## src/rtl/arb_pkg.sv

```systemverilog
// Shared encodings and default widths for the icache/dcache memory arbiter.
// Latency and backpressure are not applicable: this file holds declarations only.
package arb_pkg;

    localparam int ARB_ADDR_W = 6;
    localparam int ARB_DATA_W = 32;

    typedef enum logic [1:0] {
        ARB_IDLE    = 2'd0,
        ARB_GRANT_I = 2'd1,
        ARB_GRANT_D = 2'd2
    } arb_state_t;

    // Tie-break pointer values: which requester wins when both ask at once.
    localparam logic PTR_DCACHE = 1'b0;
    localparam logic PTR_ICACHE = 1'b1;

endpackage

```

## src/rtl/arb_pick.sv

```systemverilog
// Two-way chooser between icache and dcache requests; purely combinational, zero latency.
// No backpressure: the caller only uses the result when at least one side is requesting.
module arb_pick
    import arb_pkg::*;
(
    input  logic i_req,
    input  logic d_req,
    input  logic ptr,
    output logic o_grant_d
);

    // The dcache wins unless the icache is also asking and the pointer favours it.
    assign o_grant_d = d_req && !(i_req && (ptr == PTR_ICACHE));

endmodule

```

## src/rtl/mem_arbiter.sv

```systemverilog
// Serialises icache fills and dcache fills/write-backs onto one memory port; grant 1 cycle after request, done when memory drops busywait.
// Requesters are stalled through x_busywait; define ARB_ROUND_ROBIN_EN for an alternating tie-break instead of dcache priority.
module mem_arbiter
    import arb_pkg::*;
#(
    parameter int ADDR_W = ARB_ADDR_W,
    parameter int DATA_W = ARB_DATA_W
) (
    input  logic              clock,
    input  logic              reset,
    input  logic              i_read,
    input  logic [ADDR_W-1:0] i_address,
    output logic [DATA_W-1:0] i_readData,
    output logic              i_busywait,
    input  logic              d_read,
    input  logic              d_write,
    input  logic [ADDR_W-1:0] d_address,
    input  logic [DATA_W-1:0] d_writeData,
    output logic [DATA_W-1:0] d_readData,
    output logic              d_busywait,
    output logic              mem_read,
    output logic              mem_write,
    output logic [ADDR_W-1:0] mem_address,
    output logic [DATA_W-1:0] mem_writeData,
    input  logic [DATA_W-1:0] mem_readData,
    input  logic              mem_busywait
);

    arb_state_t        r_state;
    arb_state_t        w_next;
    logic              r_first;
    logic [DATA_W-1:0] r_i_rdata;
    logic [DATA_W-1:0] r_d_rdata;

    logic w_d_req;
    logic w_d_wr;
    logic w_d_rd;
    logic w_complete;
    logic w_i_done;
    logic w_d_done;
    logic w_d_fill;
    logic w_pick_d;
    logic w_ptr;

    // A simultaneous read and write from the dcache is treated as a write.
    assign w_d_req = d_read | d_write;
    assign w_d_wr  = d_write;
    assign w_d_rd  = d_read & ~d_write;

    // r_first hides the entry cycle, before memory has been able to raise busywait.
    assign w_complete = (r_state != ARB_IDLE) && !r_first && !mem_busywait;
    assign w_i_done   = (r_state == ARB_GRANT_I) && w_complete && i_read;
    assign w_d_done   = (r_state == ARB_GRANT_D) && w_complete && w_d_req;
    assign w_d_fill   = w_d_done && w_d_rd;

    arb_pick u_pick (
        .i_req     (i_read),
        .d_req     (w_d_req),
        .ptr       (w_ptr),
        .o_grant_d (w_pick_d)
    );

`ifdef ARB_ROUND_ROBIN_EN
    logic r_ptr;
    assign w_ptr = r_ptr;
`else
    assign w_ptr = PTR_DCACHE;
`endif

    always_comb begin
        w_next = r_state;
        case (r_state)
            ARB_IDLE: begin
                if (w_d_req || i_read) begin
                    w_next = w_pick_d ? ARB_GRANT_D : ARB_GRANT_I;
                end
            end
            ARB_GRANT_I: begin
                if (!i_read || w_complete) begin
                    w_next = ARB_IDLE;
                end
            end
            ARB_GRANT_D: begin
                if (!w_d_req || w_complete) begin
                    w_next = ARB_IDLE;
                end
            end
            default: w_next = ARB_IDLE;
        endcase
    end

    always_ff @(posedge clock) begin
        if (!reset) begin
            r_state   <= ARB_IDLE;
            r_first   <= 1'b0;
            r_i_rdata <= '0;
            r_d_rdata <= '0;
`ifdef ARB_ROUND_ROBIN_EN
            r_ptr     <= PTR_DCACHE;
`endif
        end else begin
            r_state <= w_next;
            r_first <= (w_next != r_state);
            if (w_i_done) begin
                r_i_rdata <= mem_readData;
            end
            if (w_d_fill) begin
                r_d_rdata <= mem_readData;
            end
`ifdef ARB_ROUND_ROBIN_EN
            // Aborted grants leave the pointer where it was.
            if (w_i_done) begin
                r_ptr <= PTR_DCACHE;
            end else if (w_d_done) begin
                r_ptr <= PTR_ICACHE;
            end
`endif
        end
    end

    always_comb begin
        mem_read      = 1'b0;
        mem_write     = 1'b0;
        mem_address   = '0;
        mem_writeData = '0;
        case (r_state)
            ARB_GRANT_I: begin
                mem_read    = i_read;
                mem_address = i_address;
            end
            ARB_GRANT_D: begin
                mem_read      = w_d_rd;
                mem_write     = w_d_wr;
                mem_address   = d_address;
                mem_writeData = d_writeData;
            end
            default: ;
        endcase
    end

    // Held in reset, neither cache is told to stall.
    assign i_busywait = reset && i_read && !w_i_done;
    assign d_busywait = reset && w_d_req && !w_d_done;

    // Fill data is forwarded in the completion cycle so the cache can use it at once.
    assign i_readData = w_i_done ? mem_readData : r_i_rdata;
    assign d_readData = w_d_fill ? mem_readData : r_d_rdata;

endmodule

```

## config.mk

```make
export PLATFORM = sky130hd
export DESIGN_NAME = mem_arbiter
export DESIGN_NICKNAME = d
export VERILOG_FILES = /design/src/rtl/arb_pkg.sv /design/src/rtl/arb_pick.sv /design/src/rtl/mem_arbiter.sv
export SDC_FILE = /design/constraint.sdc
export NUM_CORES = 1
export LEC_CHECK = 0
export ABC_CLOCK_PERIOD_IN_PS = 4300
export CAP_MARGIN = 20
export CORE_ASPECT_RATIO = 0.5
export CORE_MARGIN = 2
export CORE_UTILIZATION = 40
export CTS_BUF_LIST = sky130_fd_sc_hd__clkbuf_2
export DETAILED_ROUTE_END_ITERATION = 10
export GPL_ROUTABILITY_DRIVEN = 0
export PLACE_DENSITY = 0.95
export SLEW_MARGIN = 20
export SYNTH_ARGS = -nofsm -noshare
export SYNTH_HDL_FRONTEND = slang
export SYNTH_SLANG_ARGS = --single-unit
export TNS_END_PERCENT = 30
```

## constraint.sdc

```tcl
create_clock -name clock -period 4.3 [get_ports clock]
set_input_delay 0.43 -clock clock [delete_from_list [all_inputs] [get_ports clock]]
set_output_delay 0.43 -clock clock [all_outputs]
set_load 0.01 [all_outputs]
```

Word-level counts from Yosys, hierarchy flattened
Index checks and enable logic that the tools add are counted.
- bits of input ports: 82
- output and inout bits: 106
- logic and storage cells: 43
- register bits after elaboration: 67
- reductions and logical operators: 22
- bitwise gates (word level): 3
- multiplexer cells: 11
- equality and inequality tests: 3
- operator list (kind ; count):
    32-bit 2-to-1 mux ; 3
    6-bit one-hot mux with 2 select lines ; 1
    1-bit logical AND ; 11
    2-bit 2-to-1 mux ; 4
    1-bit logical NOT ; 6
    2-bit one-hot mux with 3 select lines ; 1
    1-bit logical OR ; 3
    2-bit by 1-bit == test with 1-bit output (second input constant) ; 1
    2-bit == test (second input constant) ; 1
    2-bit logical NOT ; 1
    2-bit inequality test ; 1
    1-bit one-hot mux with 2 select lines ; 1
    2-bit nonzero test ; 1
    1-bit AND ; 1
    1-bit 2-to-1 mux ; 1
    1-bit NOT ; 1
    1-bit bitwise OR ; 1

Depth between registers and ports, before layout
Gate-level depths: netlist of the first run.
- depth after elaboration: 7
- depth in mapped cells: 8
- gate-level depth less buffers: 6

Cells and area by module
From an unflattened synthesis of the first run, not the netlist that was laid out.
- cells, all modules: 302
- area total of the unflattened synthesis: 3420.8 sq um
- by module, submodules not included (module ; times used ; sequential area each (sq um) ; area each (sq um) ; cells an instance):
    mem_arbiter ; 1 ; 1341.3 ; 3409.5 ; 301
    arb_pick ; 1 ; 0.0 ; 11.3 ; 1

Worst setup path after synthesis of the first run
Ideal clock, no wire load.
- path type: register -> output
- start point: register r_state[0]
- end point: output port i_readData[18]
- data arrival time: 1.776 ns
- path slack: 2.094 ns
- required time: 3.870 ns
- path buffers: 2
- stages on the path, launching flop included: 8
- cells stage by stage: dfxtp_1 > inv_1 > ha_1 > nor3_2 > and3_1 > buf_6 > buf_12 > mux2_4
- word-level cells in the longest chain between the ends: 6
- elaborated cells between the ends (all ways): 7
- classes of those cells: eq/ne: 1; mux: 1; reduce/logical: 5
- ends and longest elaborated chain (element ; RTL line ; RTL):
    from (decl) ; mem_arbiter.sv:29 ; arb_state_t r_state;
    from (signal assigned) ; mem_arbiter.sv:102 ; r_state <= w_next;
    2-bit nonzero test ; mem_arbiter.sv:51 ; assign w_complete = (r_state != ARB_IDLE) && !r_first && !mem_busywait;
    1-bit logical AND (2 in a row) ; mem_arbiter.sv:51 ;
    1-bit logical AND (*) (2 in a row) ; mem_arbiter.sv:52 ; assign w_i_done = (r_state == ARB_GRANT_I) && w_complete && i_read;
    32-bit 2-to-1 mux (*) ; n/a ;
    to (decl) ; mem_arbiter.sv:13 ; output logic [DATA_W-1:0] i_readData,
Mark *: on every way between the ends. The rest lies on a longest branch, timed or not.

Worst setup path in the final report of the first run
- start point: register r_state[0]
- end point: output port d_readData[21]
- word-level cells in the longest chain between the ends: 7
- elaborated cells between the ends (all ways): 8
- classes of those cells: eq/ne: 1; mux: 1; reduce/logical: 6
- ends and longest elaborated chain (element ; RTL line ; RTL):
    2-bit nonzero test ; mem_arbiter.sv:51 ;
    1-bit logical AND (2 in a row) ; mem_arbiter.sv:51 ;
    1-bit logical AND (*) (2 in a row) ; mem_arbiter.sv:53 ; assign w_d_done = (r_state == ARB_GRANT_D) && w_complete && w_d_req;
    1-bit logical AND (*) ; mem_arbiter.sv:54 ; assign w_d_fill = w_d_done && w_d_rd;
    32-bit 2-to-1 mux (*) ; n/a ;
    to (decl) ; mem_arbiter.sv:19 ; output logic [DATA_W-1:0] d_readData,
Marked as above.

==> summary.txt, run 1 <==
Route
  • Starting DRT DRC Count: 64
  • Routed wire length: just over 9000 um
  • Drt wl/cell: approximately 16 um
  • Vias per inst: around 4.6
  • Number of remaining DRC errors: 0
  • Via count: roughly 2800
  • Pre-Repair DR Iteration Count: 4
  • Antenna Nets Post-Route: 0

CTS
  • Clock transition at path regs: 0.18 ns
  • Cts hold-fix bufs: 0
  • CTS-repair resized insts: 0
  • CTS tree: done
  • Sink Count: 67
  • Clk buf depth: 2
  • H-tree depth: 3
  • Worst skew pair latency: roughly 0.5 ns
  • CTS buffer count: 9
  • Root Buffer: clkbuf_2
  • Setup bufs post-CTS: 0

Synth
  • Yosys reg bits: 67
  • Seq/Total Area, Yosys: 41.15%
  • Synthesized area: 3259 um2
  • Syn_area_per_cell: approximately 11 um2
  • Synth unique cells: 30
  • Cells after Synth: 296
  • Ys Warns: 0
  • Syn nets: 382

Timing
  • Relative slew slack: approximately 66%
  • Unrepaired setup endpoints after global routing: false
  • Slew of the pin with the lowest slew margin: slightly above 0.5 ns
  • Final setup viols: 0
  • Worst Skew: about 0.024 ns
  • Final period demand of the worst path: 3.665 ns
  • Final hold violation count: 0
  • Crit share post-route: 85.23%
  • Setup TNS: 0 ns
  • Max-slew violations: 0
  • Fmax: approximately 270 MHz

Min path
  • Hold Crit Class: reg2reg
  • Min-delay src: r_state[0]$_SDFF_PN0_
  • Hold path depth: 2

Power
  • Sw frac: about a quarter
  • Leak Pwr: 2.112 nW
  • PD cells: 244.4 nW/um2
  • Cell Int Power: between 0.9 and 1 mW
  • Sw power: 0.3268 mW
  • Clock share of power: about 33%
  • Part of the power in combinational logic: between 10% and 20%
  • Register share of total power: about half
  • Peak supply drop: between 100 and 150 uV

Outcome
  • Status: finished clean

Floorplanning
  • Top-level I/O count: roughly 190
  • Die Ht: 67.83 um
  • Core ar.: 7943 um2
  • Starting Density: between 40% and 50%
  • DIE AREA: between 8000 and 9000 um2
  • Die Width: about 130 um
  • Rows: 23

Place
  • Placed cell area: just over 5000 um2
  • Placed cell count: just under 600
  • IO buf count: around 190
  • DPL Wire Length: 6872 um

Global route
  • Antenna violations before repair: 0
  • GR Overflow Total: 0
  • First-pass GRT wire length: approximately 14000 um
  • Global-route usage over all layers: roughly 20%
  • Vias in the first global route: approximately 2800
  • Pin count of the biggest net entering global routing: 59

Critical path
  • Crit-path max FO: 42
  • R2R setup slack: around 1.8 ns
  • Worst setup EP type: output pin
  • CP Launch Point: r_state[0]$_SDFF_PN0_
  • Worst reg2reg path depth: 8
  • R2r startpoint: r_state[0]$_SDFF_PN0_
  • Crit path DAT: between 3 and 4 ns
  • CP Class: reg2out
  • WP data required: about 3.9 ns
  • CP startpoint kind: flop

Finish
  • Layout overhead on the synthesized area: 63.34%
  • Fraction of layout cells with a size suffix above 1: between 15 and 20%
  • Fin area: 5324 um2
  • Fill count: 603
  • Ant diodes: 0
  • Footprint of the multi-input gates: ~1800 um2
  • NumNets Final: 566
  • Non-filler instance count after layout: around 600
  • Register area: ~1300 um2

Flow run
  • Max-capacitance violation count: 0
through the flow:
step	power (mW)	util, %	setup slack [ns]	hold slack [ns]
final	1.301	67.03	0.6351	0.5528
after global routing	1.357	67.03	0.3712	0.6107
after global placement	0.8834	65.26	1.118	0.5331
after detailed placement	0.8870	65.26	1.085	0.5280
after CTS	1.318	67.03	0.5719	0.5532
after floorplan	0.7299	-	2.094	0.5017
cells by family (layout without fill, tap and decap cells):
family / Yosys count / in the layout / synth area share [%]
and+or+nand+nor: 116 / 116 / 22.69
DFF: 67 / 67 / 41.15
muxes: 65 / 65 / 25.76
AOI/OAI and AO/OA: 22 / 22 / 4.261
buffers and inverters: 22 / 211 / 4.606
adders and majority gates: 4 / 4 / 1.536
registers in the layout, indices dropped and copies added, names as in the netlist:
signal     flops
r_state        2
r_d_rdata     32
r_i_rdata     32
r_first        1
path summary, 6_finish.rpt:
kind,endpoint
max reg2reg,r_d_rdata[29]$_SDFF_PN0_
min reg2reg,r_state[0]$_SDFF_PN0_
min,r_state[0]$_SDFF_PN0_
max,d_readData[21]
critical path, stage by stage (launching register included):
cell	delay, ns
dfxtp_1	0.40
inv_1	0.12
ha_1	0.15
buf_4	0.30
nand3b_1	0.20
nor4_4	0.42
buf_12	0.27
mux2_2	0.37
clkdlybuf4s50_1	0.52
cells in the mapped netlist:
cell	n	area, um2
nand2_1	3	11.26
nor2b_1	7	43.79
and2_4	3	26.28
and3_1	1	6.260
buf_12	3	60.06
nor3b_1	1	7.510
dfxtp_1	67	1341
a21boi_0	1	7.510
nand3b_1	1	7.510
a22oi_1	6	45.04
nor3_2	1	10.01
buf_4	3	22.52
o31ai_1	1	7.510
nor2_1	3	11.26
o21a_1	1	7.510
a21oi_1	5	25.02
o211ai_1	1	7.510
ha_1	4	50.05
o21ai_0	6	30.03
a21o_2	1	8.760
inv_1	3	11.26
nand2b_1	1	6.260
mux2_2	31	349.1
and2_1	94	588.1
mux2_4	29	435.4
nor4_4	1	21.27
buf_6	1	11.26
clkbuf_1	12	45.04
mux2i_1	1	10.01
mux2_1	4	45.04
cell type report:
class	instances	area share (%)
timing repair buffer	192	36.10
multi-input combinational	207	33.23
sequential	67	25.19
tap	112	2.632
clock inverter	6	1.692
clock buffer	10	0.9401
inverter	3	0.2115
layout by cell type, fill, tap and decap left out, types with 4 or more instances in the layout:
master           count
and2_1              94
clkdlybuf4s50_1    187
clkbuf_2            10
mux2_1               4
buf_4                4
a22oi_1              6
mux2_2              31
ha_1                 4
nor2b_1              7
o21ai_0              6
mux2_4              29
a21oi_1              5
dfxtp_1             67
routing by layer:
metal	GRT usage (%)	vias up	wire [um]
met4	8.016	0	180
li1	-	1356	-
met2	39.73	92	4939
met3	4.296	14	388
met1	22.56	1306	3765
met5	0	-	0
power groups by stage:
stage / clock, mW / sequential, mW / combinational, mW
after global placement: 0 / 0.644 / 0.240
final: 0.426 / 0.632 / 0.243
after detailed placement: 0 / 0.644 / 0.243
after floorplan: 0 / 0.643 / 0.0867
after global routing: 0.465 / 0.633 / 0.259
after CTS: 0.441 / 0.632 / 0.245
(Power assumes the default switching activity.)
==> run 2, diff against run 1 <==
Settings changed: CORE_MARGIN 2 to not set, DONT_BUFFER_PORTS set to 1, PLACE_DENSITY 0.95 to 0.65.
==> summary.txt, run 2 (synthesized netlist as in run 1, its figures left out) <==
Power
  • Peak supply drop: 141.1 uV (was 106.2 uV)
  • Final Power: 1.098 mW (was 1.301 mW)
  • Leak Pwr: 1.418 nW (was 2.112 nW)
  • PD cells: 320.7 nW/um2 (was 244.4 nW/um2)

Floorplanning
  • DIE AREA: 8536 um2 (was 8931 um2)
  • Core ar.: 7597 um2 (was 7943 um2)
  • Rows: 22 (was 23)
  • Starting Density: 42.90% (was 41.04%)
  • Top-level I/O count: 188 (unchanged)
  • Die Width: 129.7 um (was 131.7 um)
  • Die Ht: 65.83 um (was 67.83 um)

Timing
  • Setup TNS: 0 ns (unchanged)
  • Final hold violation count: 0 (unchanged)
  • Unrepaired setup endpoints after global routing: false (unchanged)
  • Crit share post-route: 82.17% (was 85.23%)
  • Worst Skew: 0.01830 ns (was 0.02422 ns)
  • Final setup viols: 0 (unchanged)
  • Fmax: 283.0 MHz (was 272.9 MHz)
  • Max-slew violations: 0 (unchanged)
  • Relative slew slack: 27.51% (was 66.06%)
  • Slew of the pin with the lowest slew margin: 1.087 ns (was 0.5053 ns)
  • Hold slack: 0.06996 ns (was 0.5528 ns)
  • Final period demand of the worst path: 3.533 ns (was 3.665 ns)

Place
  • Placed cell area: 3279 um2 (was 5184 um2)
  • DPL Wire Length: 5528 um (was 6872 um)
  • IO buf count: 0 (was 187)

Critical path
  • Slowest CP cell: and3_2 (was clkdlybuf4s50_1)
  • Max incr delay on CP: 0.95 ns (was 0.52 ns)
  • CP Class: reg2out (unchanged)
  • CP startpoint kind: flop (unchanged)
  • WP data required: 3.87 ns (about the same)
  • Worst setup EP type: output pin (unchanged)
  • Crit-path max FO: 33 (was 42)
  • CP cell instances: inv_1 > ha_1 > nor3_2 > and3_2 > mux2_2 (was inv_1 > ha_1 > buf_4 > nand3b_1 > nor4_4 > buf_12 > mux2_2 > clkdlybuf4s50_1)
  • Crit path DAT: 3.10 ns (was 3.23 ns)

Finish
  • Fraction of layout cells with a size suffix above 1: 28.86% (was 18.14%)
  • Top flop regs: r_d_rdata: 32 flops, r_i_rdata: 32 flops, r_state: 2 flops (unchanged)
  • NumNets Final: 379 (was 566)
  • Commonest non-fill, non-tap cells in the layout: and2_1, dfxtp_1, mux2_2, mux2_4, clkbuf_2 (was clkdlybuf4s50_1, and2_1, dfxtp_1, mux2_2, mux2_4)
  • Commonest non-fill, non-tap cell in the layout: and2_1 (was clkdlybuf4s50_1)
  • Layout overhead on the synthesized area: 5.029% (was 63.34%)
  • Fin area: 3423 um2 (was 5324 um2)
  • Ant diodes: 0 (unchanged)

CTS
  • Setup bufs post-CTS: 0 (unchanged)
  • Sink Count: 67 (unchanged)
  • H-tree depth: 3 (unchanged)
  • Root Buffer: clkbuf_2 (unchanged)
  • Clk buf depth: 2 (unchanged)
  • CTS tree: done (unchanged)
  • Clock transition at path regs: 0.18 ns (about the same)
  • Worst skew pair latency: 0.49 ns (was 0.50 ns)
  • CTS buffer count: 9 (unchanged)

Route
  • Number of remaining DRC errors: 0 (unchanged)
  • Drt wl/cell: 18.77 um (was 15.53 um)
  • Via count: 2056 (was 2768)
  • Pre-Repair DR Iteration Count: 4 (unchanged)
  • Vias per inst: 5.064 (was 4.637)
  • Starting DRT DRC Count: 80 (was 64)
  • Antenna Nets Post-Route: 0 (unchanged)
  • Routed wire length: 7619 um (was 9274 um)

Global route
  • Antenna violations before repair: 0 (unchanged)
  • Vias in the first global route: 2162 (was 2816)
  • First-pass GRT wire length: 11340 um (was 14100 um)
  • Global-route usage over all layers: 17.84% (was 20.36%)
  • GR Overflow Total: 0 (unchanged)
  • Pin count of the biggest net entering global routing: 57 (was 59)

Min path
  • Hold Crit Class: in2reg (was reg2reg)

Flow run
  • Max-capacitance violation count: 0 (unchanged)

Outcome
  • Status: finished clean (unchanged)
run 2: cell types whose count changed in the layout (fill, tap and decap cells not counted), sizes merged:
| cell | delta |
|---|---|
| clkbuf | -1 |
| buf | -1 |
| dlygate4sd3 | +1 |
| bufinv | -1 |
| clkdlybuf4s50 | -187 |
| clkinv | +2 |
run 2: where the power goes:
| part | total [mW] | internal [mW] | switching, mW |
|---|---|---|---|
| clock | 0.361 | 0.132 | 0.229 |
| sequential | 0.632 | 0.627 | 0.00446 |
| combinational | 0.105 | 0.0386 | 0.0669 |
| total | 1.10 | 0.798 | 0.300 |
run 2: final timing paths:
check	from	end	slack, ns	cells past startpoint
setup / recovery	r_state[0]$_SDFF_PN0_	i_readData[1]	0.77	5
hold / removal	reset	r_d_rdata[26]$_SDFF_PN0_	0.07	1
setup reg to reg	r_state[0]$_SDFF_PN0_	r_i_rdata[31]$_SDFF_PN0_	1.46	6
hold reg to reg	r_state[0]$_SDFF_PN0_	r_state[0]$_SDFF_PN0_	0.58	2
run 2: repair_timing:
| action | in CTS | in global routing |
|---|---|---|
| gates resized for setup | 0 | 0 |
| endpoints found under the hold margin | 56 | 4 |
| hold buffers | 1 | 1 |
run 2: stage by stage:
| step | utilization (%) | instances | worst slack, ns |
|---|---|---|---|
| after floorplan | - | 296 | 2.094 |
| after global placement | 43.17 | 388 | 1.441 |
| after detailed placement | 43.17 | 388 | 1.320 |
| after CTS | 44.93 | 405 | 0.7066 |
| after global routing | 45.06 | 406 | 0.5140 |
| final | 45.06 | 406 | 0.7666 |
run 2: critical path, delay by kind of cell (launching register included):
family	cells	cell delay [ns]
fa+ha+maj	1	0.32
buf+inv	1	0.12
flops	1	0.48
mux	1	0.46
simple gates	2	1.21
run 2: area by class of cell:
cell class,count,area (um2)
inverter,3,11.26
tap,108,135.1
clock buffer,9,45.04
timing repair buffer,5,52.55
multi-input combinational,207,1769
fill,717,4174
sequential,67,1341
clock inverter,7,68.82
run 2: routing by layer:
layer	GRT usage [%]	vias up	share of wire, %
li1	-	975	-
met1	18.52	985	39
met2	30.82	86	49
met3	9.709	10	10
met4	6.250	0	1.2
met5	0	-	0
==> run 3, diff against run 2 <==
Settings changed: ABC_CLOCK_PERIOD_IN_PS 4300 to 3700.
Clock period 4.3 ns to 3.7 ns, I/O delays scaled along.
==> summary.txt, run 3 (synthesized netlist as in run 1, its figures left out) <==
Timing
  • Final setup viols: 0 (unchanged)
  • Unrepaired setup endpoints after global routing: false (unchanged)
  • Fmax: slightly above 300 MHz
  • Worst Skew: 0.01898 ns (was 0.01830 ns)
  • Setup TNS: 0 ns (unchanged)
  • Slew of the pin with the lowest slew margin: 0.3839 ns (was 1.087 ns)
  • Hold slack: 0.07896 ns (was 0.06996 ns)
  • Max-slew violations: 0 (unchanged)
  • Final hold violation count: 0 (unchanged)
  • Final period demand of the worst path: approximately 3.3 ns
  • Relative slew slack: 74.17% (was 27.51%)
  • Crit share post-route: between 80 and 90%

Floorplanning
  • Die Ht: 65.83 um (unchanged)
  • Starting Density: 42.90% (unchanged)
  • Die Width: 129.7 um (unchanged)
  • Top-level I/O count: 188 (unchanged)
  • Core ar.: 7597 um2 (unchanged)
  • Rows: 22 (unchanged)
  • DIE AREA: 8536 um2 (unchanged)

Critical path
  • WP data required: 3.33 ns (was 3.87 ns)
  • Worst setup EP type: output pin (unchanged)
  • Crit path DAT: 2.88 ns (was 3.10 ns)
  • CP Class: reg2out (unchanged)
  • R2R setup slack: 1.07 ns (was 1.46 ns)
  • CP startpoint kind: flop (unchanged)
  • Crit-path max FO: 19 (was 33)

Route
  • Via count: 2037 (was 2056)
  • Pre-Repair DR Iteration Count: 4 (unchanged)
  • Vias per inst: 5.017 (was 5.064)
  • Drt wl/cell: 18.62 um (was 18.77 um)
  • Antenna Nets Post-Route: 0 (unchanged)
  • Routed wire length: 7559 um (was 7619 um)
  • Number of remaining DRC errors: 0 (unchanged)
  • Starting DRT DRC Count: 74 (was 80)

CTS
  • Clock transition at path regs: 0.18 ns (about the same)
  • H-tree depth: 3 (unchanged)
  • Worst skew pair latency: 0.50 ns (was 0.49 ns)
  • CTS tree: done (unchanged)
  • Clk buf depth: 2 (unchanged)
  • Sink Count: 67 (unchanged)
  • CTS buffer count: 9 (unchanged)
  • Setup bufs post-CTS: 0 (unchanged)
  • Root Buffer: clkbuf_2 (unchanged)

Min path
  • Hold Crit Class: in2reg (unchanged)

Global route
  • Met3 Usage GRT: 9.061% (was 9.709%)
  • Pin count of the biggest net entering global routing: 67 (was 57)
  • GR Overflow Total: 0 (unchanged)
  • Met1 GRT Util: 18.59% (was 18.52%)
  • Antenna violations before repair: 0 (unchanged)
  • Vias in the first global route: 2098 (was 2162)
  • Global-route usage over all layers: 17.76% (was 17.84%)
  • Global routing's busiest layer: met2 (unchanged)
  • GRT met2 Usage: 30.68% (was 30.82%)
  • First-pass GRT wire length: 11210 um (was 11340 um)

Power
  • Leak Pwr: 1.413 nW (was 1.418 nW)
  • PD cells: 367.6 nW/um2 (was 320.7 nW/um2)
  • Final Power: 1.255 mW (was 1.098 mW)
  • Peak supply drop: 128.0 uV (was 141.1 uV)

Finish
  • Final Util: 44.94% (was 45.06%)
  • Fin area: 3415 um2 (was 3423 um2)
  • NumNets Final: 379 (unchanged)
  • Top flop regs: r_d_rdata: 32 flops, r_i_rdata: 32 flops, r_state: 2 flops (unchanged)
  • Commonest non-fill, non-tap cells in the layout: and2_1, dfxtp_1, mux2_2, mux2_4, clkbuf_2 (unchanged)
  • Footprint of the multi-input gates: 1773 um2 (was 1769 um2)
  • Commonest non-fill, non-tap cell in the layout: and2_1 (unchanged)
  • Ant diodes: 0 (unchanged)
  • Register area: 1341 um2 (unchanged)
  • Layout overhead on the synthesized area: 4.760% (was 5.029%)
  • Fraction of layout cells with a size suffix above 1: 28.52% (was 28.86%)
  • Fill count: 712 (was 717)

Place
  • Placed cell area: 3287 um2 (was 3279 um2)
  • IO buf count: 0 (unchanged)
  • DPL Wire Length: 5642 um (was 5528 um)

Flow run
  • Max-capacitance violation count: 0 (unchanged)

Outcome
  • Status: finished clean (unchanged)
==> run 3: cell count changes in the layout (fill, tap and decap cells not counted), sizes merged <==
cell / previous run / this run
buf: 4 / 5
dlygate4sd3: 1 / 0
==> run 3: area by class of cell <==
type,instances,area share [%]
timing repair buffer,5,1.466
tap,108,3.958
inverter,3,0.3298
multi-input combinational,207,51.92
clock buffer,9,1.319
sequential,67,39.28
clock inverter,7,1.722
==> run 3: per-stage QoR <==
step,setup slack [ns],instances
after floorplan,1.554,296
after global placement,0.9361,389
after detailed placement,0.8284,389
after CTS,0.2098,406
after global routing,0.1924,406
final,0.4466,406
==> run 3: critical path, stage by stage, from the launching register on <==
cell,delay [ns]
dfxtp_1,0.49
inv_1,0.12
ha_1,0.31
nor3_2,0.26
and3_4,0.45
buf_4,0.36
mux2_4,0.36
==> run 3: worst paths after layout <==
path | end | start | cells past startpoint
worst min register to register | r_state[1]$_SDFF_PN0_ | r_state[1]$_SDFF_PN0_ | 2
worst min-delay path | r_state[1]$_SDFF_PN0_ | d_read | 2
worst max-delay path | i_readData[11] | r_state[0]$_SDFF_PN0_ | 6
worst max register to register | r_i_rdata[14]$_SDFF_PN0_ | r_state[0]$_SDFF_PN0_ | 7
==> run 3: per-layer routing <==
metal / part of all wire, % / vias to the layer above
met5: 0 / -
li1: - / 972
met4: 0.98 / 0
met3: 9.5 / 7
met1: 40 / 973
met2: 50 / 85
==> run 3: report_power, final <==
part           internal (mW)  switching (mW)
combinational         0.0441          0.0779
clock                  0.147           0.252
sequential             0.729         0.00541
==> run 3: what timing repair did <==
item / CTS / global route
hold buffers: 1 / 0
endpoints found under the setup margin: 0 / 15
resized for setup: 0 / 1
endpoints found under the hold margin: 67 / 0
